**config.mk**
```make
export PLATFORM = sky130hd
export DESIGN_NAME = mac_seq
export DESIGN_NICKNAME = d
export VERILOG_FILES = /design/src/rtl/mac_pkg.sv /design/src/rtl/mac_lat_cnt.sv /design/src/rtl/mac_seq.sv
export SDC_FILE = /design/constraint.sdc
export NUM_CORES = 1
export LEC_CHECK = 0
export CORE_MARGIN = 2
export CORE_UTILIZATION = 49
export CTS_CLUSTER_DIAMETER = 120
export DETAILED_ROUTE_END_ITERATION = 16
export HOLD_SLACK_MARGIN = 0.1
export PLACE_DENSITY = 0.8
export SYNTH_ARGS = -nofsm -noshare
export SYNTH_HDL_FRONTEND = slang
export SYNTH_SLANG_ARGS = --single-unit
export TNS_END_PERCENT = 50
```
**constraint.sdc**
```tcl
create_clock -name clk -period 3.1 [get_ports clk]
set_clock_uncertainty 0.2 [all_clocks]
set_input_delay 0.62 -clock clk [delete_from_list [all_inputs] [get_ports clk]]
set_output_delay 0.62 -clock clk [all_outputs]
set_load 0.05 [all_outputs]
```
**src/rtl/mac_pkg.sv**
```systemverilog
// mac_pkg: shared definitions for the multiply-accumulate sequencer.
//   - mac_state_e : sequencer states (IDLE, ISSUE, WAIT, ACCUM, OUT)
//   - MAC_ACC_W   : default accumulator / result width
//   - MAC_MUL_LAT : default multiplier latency in cycles
package mac_pkg;

    localparam int MAC_ACC_W   = 24;
    localparam int MAC_MUL_LAT = 9;

    typedef enum logic [2:0] {
        ST_IDLE  = 3'd0,
        ST_ISSUE = 3'd1,
        ST_WAIT  = 3'd2,
        ST_ACCUM = 3'd3,
        ST_OUT   = 3'd4
    } mac_state_e;

endpackage

```
**src/rtl/mac_lat_cnt.sv**
```systemverilog
// mac_lat_cnt: wait counter that times out the multiplier latency.
// Ports:
//   clk   in  clock
//   rst_n in  asynchronous active-low reset
//   clr   in  force count to zero (has priority over en)
//   en    in  increment count
//   tc    out count currently equals MUL_LAT-1
module mac_lat_cnt
    import mac_pkg::*;
#(
    parameter int MUL_LAT = MAC_MUL_LAT
) (
    input  logic clk,
    input  logic rst_n,
    input  logic clr,
    input  logic en,
    output logic tc
);

    localparam int              CW     = $clog2(MUL_LAT) + 1;
    localparam logic [CW-1:0]   TC_VAL = CW'(MUL_LAT - 1);

    logic [CW-1:0] cnt_q;
    logic [CW-1:0] cnt_d;

    always_comb begin
        cnt_d = cnt_q;
        if (clr) begin
            cnt_d = '0;
        end else if (en) begin
            cnt_d = cnt_q + CW'(1);
        end
    end

    always_ff @(posedge clk or negedge rst_n) begin
        if (!rst_n) begin
            cnt_q <= '0;
        end else begin
            cnt_q <= cnt_d;
        end
    end

    assign tc = (cnt_q == TC_VAL);

endmodule

```
**src/rtl/mac_seq.sv**
```systemverilog
// mac_seq: multiply-accumulate sequencer feeding an external sequential
// multiplier. Accepts one operand pair at a time, pulses mul_start, waits
// MUL_LAT cycles, adds the product into the accumulator and, on the pair
// flagged last, presents the sum with a sticky overflow flag.
// Ports:
//   clk, rst_n            clock, asynchronous active-low reset
//   in_valid/in_ready     operand handshake; in_a, in_b operands, in_last closes sum
//   mul_start             one-cycle start pulse to the multiplier
//   mul_a, mul_b          operands held for the multiplier
//   mul_op                product returned by the multiplier
//   acc_valid/acc_ready   result handshake
//   acc_out, acc_ovf      accumulated sum and sticky carry-out flag
module mac_seq
    import mac_pkg::*;
#(
    parameter int ACC_W   = MAC_ACC_W,
    parameter int MUL_LAT = MAC_MUL_LAT
) (
    input  logic             clk,
    input  logic             rst_n,
    input  logic             in_valid,
    output logic             in_ready,
    input  logic [7:0]       in_a,
    input  logic [7:0]       in_b,
    input  logic             in_last,
    output logic             mul_start,
    output logic [7:0]       mul_a,
    output logic [7:0]       mul_b,
    input  logic [15:0]      mul_op,
    output logic             acc_valid,
    input  logic             acc_ready,
    output logic [ACC_W-1:0] acc_out,
    output logic             acc_ovf
);

    mac_state_e       state_q;
    logic [7:0]       mul_a_q;
    logic [7:0]       mul_b_q;
    logic             last_q;
    logic             in_ready_q;
    logic             mul_start_q;
    logic             acc_valid_q;
    logic [ACC_W-1:0] acc_q;
    logic             acc_ovf_q;

    logic             lat_tc;
    // One extra bit so the carry out of the accumulator is visible.
    logic [ACC_W:0]   acc_sum_d;

    assign acc_sum_d = {1'b0, acc_q} + {{(ACC_W + 1 - 16){1'b0}}, mul_op};

    mac_lat_cnt #(
        .MUL_LAT (MUL_LAT)
    ) u_lat_cnt (
        .clk   (clk),
        .rst_n (rst_n),
        .clr   (state_q == ST_ISSUE),
        .en    (state_q == ST_WAIT),
        .tc    (lat_tc)
    );

    // Control and handshake outputs are registered: each transition sets
    // the output values that belong to the state being entered.
    always_ff @(posedge clk or negedge rst_n) begin
        if (!rst_n) begin
            state_q     <= ST_IDLE;
            mul_a_q     <= '0;
            mul_b_q     <= '0;
            last_q      <= 1'b0;
            in_ready_q  <= 1'b1;
            mul_start_q <= 1'b0;
            acc_valid_q <= 1'b0;
            acc_q       <= '0;
            acc_ovf_q   <= 1'b0;
        end else begin
            case (state_q)
                ST_IDLE: begin
                    if (in_valid) begin
                        mul_a_q     <= in_a;
                        mul_b_q     <= in_b;
                        last_q      <= in_last;
                        in_ready_q  <= 1'b0;
                        mul_start_q <= 1'b1;
                        state_q     <= ST_ISSUE;
                    end
                end
                ST_ISSUE: begin
                    mul_start_q <= 1'b0;
                    state_q     <= ST_WAIT;
                end
                ST_WAIT: begin
                    if (lat_tc) begin
                        state_q <= ST_ACCUM;
                    end
                end
                ST_ACCUM: begin
                    acc_q <= acc_sum_d[ACC_W-1:0];
                    if (acc_sum_d[ACC_W]) begin
                        acc_ovf_q <= 1'b1;
                    end
                    if (last_q) begin
                        acc_valid_q <= 1'b1;
                        state_q     <= ST_OUT;
                    end else begin
                        in_ready_q <= 1'b1;
                        state_q    <= ST_IDLE;
                    end
                end
                ST_OUT: begin
                    if (acc_ready) begin
                        acc_q       <= '0;
                        acc_ovf_q   <= 1'b0;
                        acc_valid_q <= 1'b0;
                        in_ready_q  <= 1'b1;
                        state_q     <= ST_IDLE;
                    end
                end
                default: begin
                    in_ready_q  <= 1'b1;
                    mul_start_q <= 1'b0;
                    acc_valid_q <= 1'b0;
                    state_q     <= ST_IDLE;
                end
            endcase
        end
    end

    assign in_ready  = in_ready_q;
    assign mul_start = mul_start_q;
    assign mul_a     = mul_a_q;
    assign mul_b     = mul_b_q;
    assign acc_valid = acc_valid_q;
    assign acc_out   = acc_q;
    assign acc_ovf   = acc_ovf_q;

endmodule

```
After elaboration in Yosys (flattened, before gate mapping)
Cells that the tools add are included.
- add/sub/neg operators: 2
- bitwise gates (word level): 3
- reduce and logical (&&, ||, !) cells: 13
- multiplexer cells: 20
- equality and inequality tests: 11
- operator list (operator ; count):
    one-hot mux 24 bit (2 select lines) ; 1
    adder 24 x 16 -> 25 bit ; 1
    2-to-1 mux 24 bit ; 1
    one-hot mux 3 bit (5 select lines) ; 1
    2-to-1 mux 3 bit ; 4
    inequality test 2 bit (second input constant) ; 6
    2-to-1 mux 5 bit ; 2
    AND reduction 3 bit ; 3
    2-to-1 mux 1 bit ; 7
    equality test 3 x 2 -> 1 bit (second input constant) ; 2
    AND reduction 2 bit ; 3
    OR reduction 3 bit ; 2
    adder 5 x 1 -> 5 bit (second input constant) ; 1
    equality test 5 x 4 -> 1 bit (second input constant) ; 1
    one-hot mux 1 bit (2 select lines) ; 2
    one-hot mux 1 bit (4 select lines) ; 1
    AND reduction 4 bit ; 1
    nonzero test 2 bit ; 2
    equality test 3 x 1 -> 1 bit (second input constant) ; 1
    equality test 3 bit (second input constant) ; 1
    zero test 3 bit ; 1
    NOT 1 bit ; 3
    one-hot mux 1 bit (3 select lines) ; 1
    OR reduction 2 bit ; 1
- register bits: 53
- bits of input ports: 37
- word-level logic and storage cells: 59
- output and inout bits: 44

Depth between registers and ports, before layout
- depth after elaboration: 4
- gate-level depth with buffers: 9
- gate-level depth less buffers: 9

Hierarchy
Synthesis repeated with hierarchy kept, for this count alone.
- cell total of the unflattened synthesis: 300
- area, all modules: 3149.3 um2
- modules (own cells, without submodules) (module ; cells an instance ; area an instance (um2) ; times used):
    mac_seq ; 274 ; 2841.5 ; 1
    mac_lat_cnt ; 26 ; 307.8 ; 1

Worst setup path before layout
No wires, ideal clock.
- path type: reg-to-reg
- start point: reg acc_q[0] (netlist: acc_out[0])
- end point: reg acc_ovf_q (netlist: acc_ovf)
- required time: 2760 ps
- path slack: 339 ps
- setup time: 140 ps
- cell stages (with the launch flop): 10
- arrival: 2421 ps
- path through: dfrtp_1 ha_1 fa_1 a21oi_1 o22ai_1 a211o_2 a21oi_1 nand3_1 a41oi_1 nor2_1
- cells in the longest elaborated chain, start to end: 3
- RTL lines (element ; RTL line ; text):
    start, declared ; mac_seq.sv:43 ; logic [ACC_W-1:0] acc_q;
    start signal, assigned ; mac_seq.sv:97 ; acc_q <= acc_sum_d[ACC_W-1:0];
    adder 24 x 16 -> 25 bit ; mac_seq.sv:50 ; assign acc_sum_d = {1'b0, acc_q} + {{(ACC_W + 1 - 16){1'b0}}, mul_op};
    inequality test 2 bit (no line) ; - ;
    AND reduction 3 bit (no line) ; - ;
    end signal, assigned ; mac_seq.sv:74 ; acc_ovf_q <= 1'b0;
    end signal, assigned ; mac_seq.sv:99 ; acc_ovf_q <= 1'b1;
    end signal, assigned ; mac_seq.sv:112 ; acc_ovf_q <= 1'b0;
    end, declared ; mac_seq.sv:44 ; logic acc_ovf_q;
No other way between the ends.
A chain may end at the register's enable or synchronous reset.

Final worst setup path
- start point: in mul_op[0]
- end point: reg acc_q[16] (netlist: acc_out[16])
- cells in the longest elaborated chain, start to end: 2
- RTL lines (element ; RTL line ; text):
    start, declared ; mac_seq.sv:29 ; input logic [15:0] mul_op,
    adder 24 x 16 -> 25 bit ; mac_seq.sv:50 ;
    one-hot mux 24 bit (2 select lines) ; mac_seq.sv:76 ; case (state_q)
No other way between the ends.

==> impl_metrics.json <==
{
  "period_share": 0.956,
  "diodes": 0,
  "critPathCaptureType": "flop",
  "drt_iter0_markers": 113,
  "antenna_found_initial": 0,
  "fillerInstances": 514,
  "clkSinkCount": 53,
  "worstPathMaxFanout": 5,
  "multiInputGateArea_sq_um": 1680,
  "synth_edf_count": 0,
  "dieHeight_um": 83.9,
  "num_rows": 29,
  "nets": 462,
  "synth_cell_types": 59,
  "worstPathArrival_ns": 3.00,
  "dpl.hpwl_um": 5460,
  "grt_pass1_wl_um": 12600,
  "area_growth_pct": 34.5,
  "ioPinCount": 81,
  "antenna_left": 0,
  "syn_inst": 315,
  "gp_congestion": 0.927,
  "cts_buffers": 5,
  "async_flop_share": 1.00,
  "grt_overflow_total": 0,
  "relSlewSlack": 0.642,
  "critPathKind": "input pin to flop",
  "synth-simple-area-share": 0.169,
  "hold_path.class": "flop to flop",
  "finalNonFillerCells": 484,
  "wl_um": 7300,
  "wl_per_cell_um": 15.1,
  "syn_area_sq_um": 3130,
  "muxShareOfSynthArea": 0.0672,
  "finalMaxSlewViolations": 0,
  "leakage_uw": 0.00184,
  "status": "finished clean",
  "worstPathRequired_ns": 3.13,
  "vias": 2713,
  "dp.cells": 475,
  "yosysTopAreaCell": "dfrtp_1",
  "synth_top_area_frac": 0.416,
  "power_density_nw_per_um2": 1090,
  "drive_gt1_frac": 0.145,
  "r2r_slack_ns": 0.46,
  "seq_area_frac_synth": 0.424,
  "synth-compound-area-share": 0.170,
  "drc_errors": 0,
  "htreeDepth": 2,
  "drt_first_pass_iters": 4,
  "cts-root-buf": "clkbuf_8",
  "synth_area_leaders": "dfrtp_1 42%, ha_1 7.2%, mux2_2 5.8%",
  "max_freq_mhz": 337,
  "ir_worst_vdd_v": 0.000743,
  "clockBufferDepth": 2,
  "synthesis.nets": 371,
  "grt_setup_unrepaired": "no",
  "cts.reportedPaths.clkPinSlew_ns": 0.10,
  "hold_violations": 0,
  "total_power_uw": 4580,
  "setup_viol": 0,
  "synth_fa_ha_area_frac": 0.0784,
  "avgViaCountPerCell": 5.61,
  "synth_top_family_by_area": "compound AO/OA/AOI/OAI gates",
  "period_needed_ns": 2.96,
  "io_buffers": 80,
  "clk_latency_ns": 0.31,
  "synth_area_per_cell_sq_um": 9.93,
  "yosys_warnings": 0,
  "synth_seq_cells": 53,
  "synth-xor-area-share": 0.0476,
  "drv_cap": 0,
  "start_util": 0.498,
  "register_area_sq_um": 1330,
  "tightest_slew_ns": 0.535,
  "die_w_um": 83.9,
  "grt_max_degree": 21,
  "synthFlopType": "dfrtp_1",
  "post_cts_buffers": 0,
  "die_area_sq_um": 7040,
  "coreArea_sq_um": 6280,
  "cts_tree": "done",
  "startpoint_type": "input pin",
  "grt_pass1_vias": 2770,
  "gr-usage-all-layers": 0.215
}
critical path, stage by stage:
cell	delay (ns)
clkdlybuf4s50_1	0.41
ha_1	0.23
fa_1	0.41
a21oi_1	0.20
o22ai_1	0.15
a211o_2	0.33
a21oi_2	0.17
nand3_2	0.14
nand3_1	0.14
mux2i_1	0.20
cell type report:
class | instances | area share
multi-input cells | 239 | 0.399
flip-flops and latches | 53 | 0.316
repair buffers | 99 | 0.224
well taps | 77 | 0.0229
clock buffers | 5 | 0.0164
clock inverters | 3 | 0.0155
inverters | 8 | 0.00714
power breakdown:
| group | internal, uW | leakage [uW] | switching, uW |
|---|---|---|---|
| Clock | 321 | 0.0000681 | 240 |
| Sequential | 967 | 0.000665 | 253 |
| Combinational | 1100 | 0.00110 | 1700 |
Yosys cell counts (all sizes together) (2+ instances only):
cell	number
nand3	14
a32o	2
nand2b	2
dfrtp	52
nor2b	2
a22o	2
o21a	3
ha	18
nor2	17
clkbuf	7
o211ai	5
o21ai	32
inv	8
mux2	16
buf	8
a31oi	4
a211o	2
nand2	36
nor3	7
and3	4
and2	2
o31ai	2
nand4	4
a21o	3
mux2i	3
xnor2	4
or3	4
xor2	13
a21oi	21
path summary, 6_finish.rpt:
kind                                        startpoint                 endpoint  cells past startpoint
worst max-delay path                         mul_op[0]  acc_out[16]$_DFFE_PN0P_                     10
worst min-delay path              in_ready$_DFFE_PN1P_     in_ready$_DFFE_PN1P_                      2
worst max register to register  acc_out[0]$_DFFE_PN0P_  acc_out[16]$_DFFE_PN0P_                      9
worst min register to register    in_ready$_DFFE_PN1P_     in_ready$_DFFE_PN1P_                      2
max in group asynchronous                        rst_n     mul_b[5]$_DFFE_PN0P_                      3
min in group asynchronous                        rst_n   acc_out[4]$_DFFE_PN0P_                      2
logic make-up (layout without fill, tap and decap cells):
kind of cell / count (synthesis) / after routing
flops: 53 / 53
buf+inv: 23 / 115
simple gates: 100 / 100
xor+xnor: 17 / 17
compound gates: 84 / 84
fa+ha+maj: 19 / 19
mux: 19 / 19
state kept, by name (all words and copies together) (netlist names):
| register | count |
|---|---|
| mul_a | 8 |
| u_lat_cnt.cnt_q | 5 |
| last_q | 1 |
| acc_valid | 1 |
| mul_start | 1 |
| acc_out | 24 |
| in_ready | 1 |
| mul_b | 8 |
| state_q | 3 |
| acc_ovf | 1 |
stage by stage:
stage | setup TNS [ns] | utilization | cell area, sq um | hold WS (ns) | worst slack [ns]
4_1_cts | 0 | 0.669 | 4200 | 0.312 | 0.0510
6_report | 0 | 0.670 | 4210 | 0.309 | 0.137
3_5_place_dp | -1.10 | 0.646 | 4050 | 0.295 | -0.274
3_3_place_gp | -0.584 | 0.646 | 4050 | 0.287 | -0.149
5_1_grt | 0 | 0.670 | 4210 | 0.324 | 0.0230
2_1_floorplan | 0 | - | 3130 | 0.124 | 0.339
placed cells by master, fill, tap and decap left out, types with 5 or more instances in the layout:
cell type	netlist	routed
clkbuf_8	3	5
a21oi_1	21	20
nor3_1	7	7
inv_1	8	8
mux2_2	16	16
o21ai_0	28	28
ha_1	18	18
nand3_1	14	13
buf_4	0	18
dfrtp_1	52	52
nand2_1	35	35
clkdlybuf4s50_1	0	79
xor2_1	13	13
nor2_1	15	15
routing by layer:
| layer | track usage | wire length (um) | vias to the layer above |
|---|---|---|---|
| li1 | - | - | 1316 |
| met1 | 0.277 | 3260 | 1293 |
| met2 | 0.361 | 3380 | 96 |
| met3 | 0.0663 | 598 | 8 |
| met4 | 0.0381 | 70 | 0 |
| met5 | 0 | 0 | - |
what timing repair did:
item,CTS,global route
hold buffers,1,0
endpoints found under the setup margin,0,4
gates resized for setup,0,2
hold endpoints to repair,17,0
No activity file was read; power rests on OpenSTA's default activity.
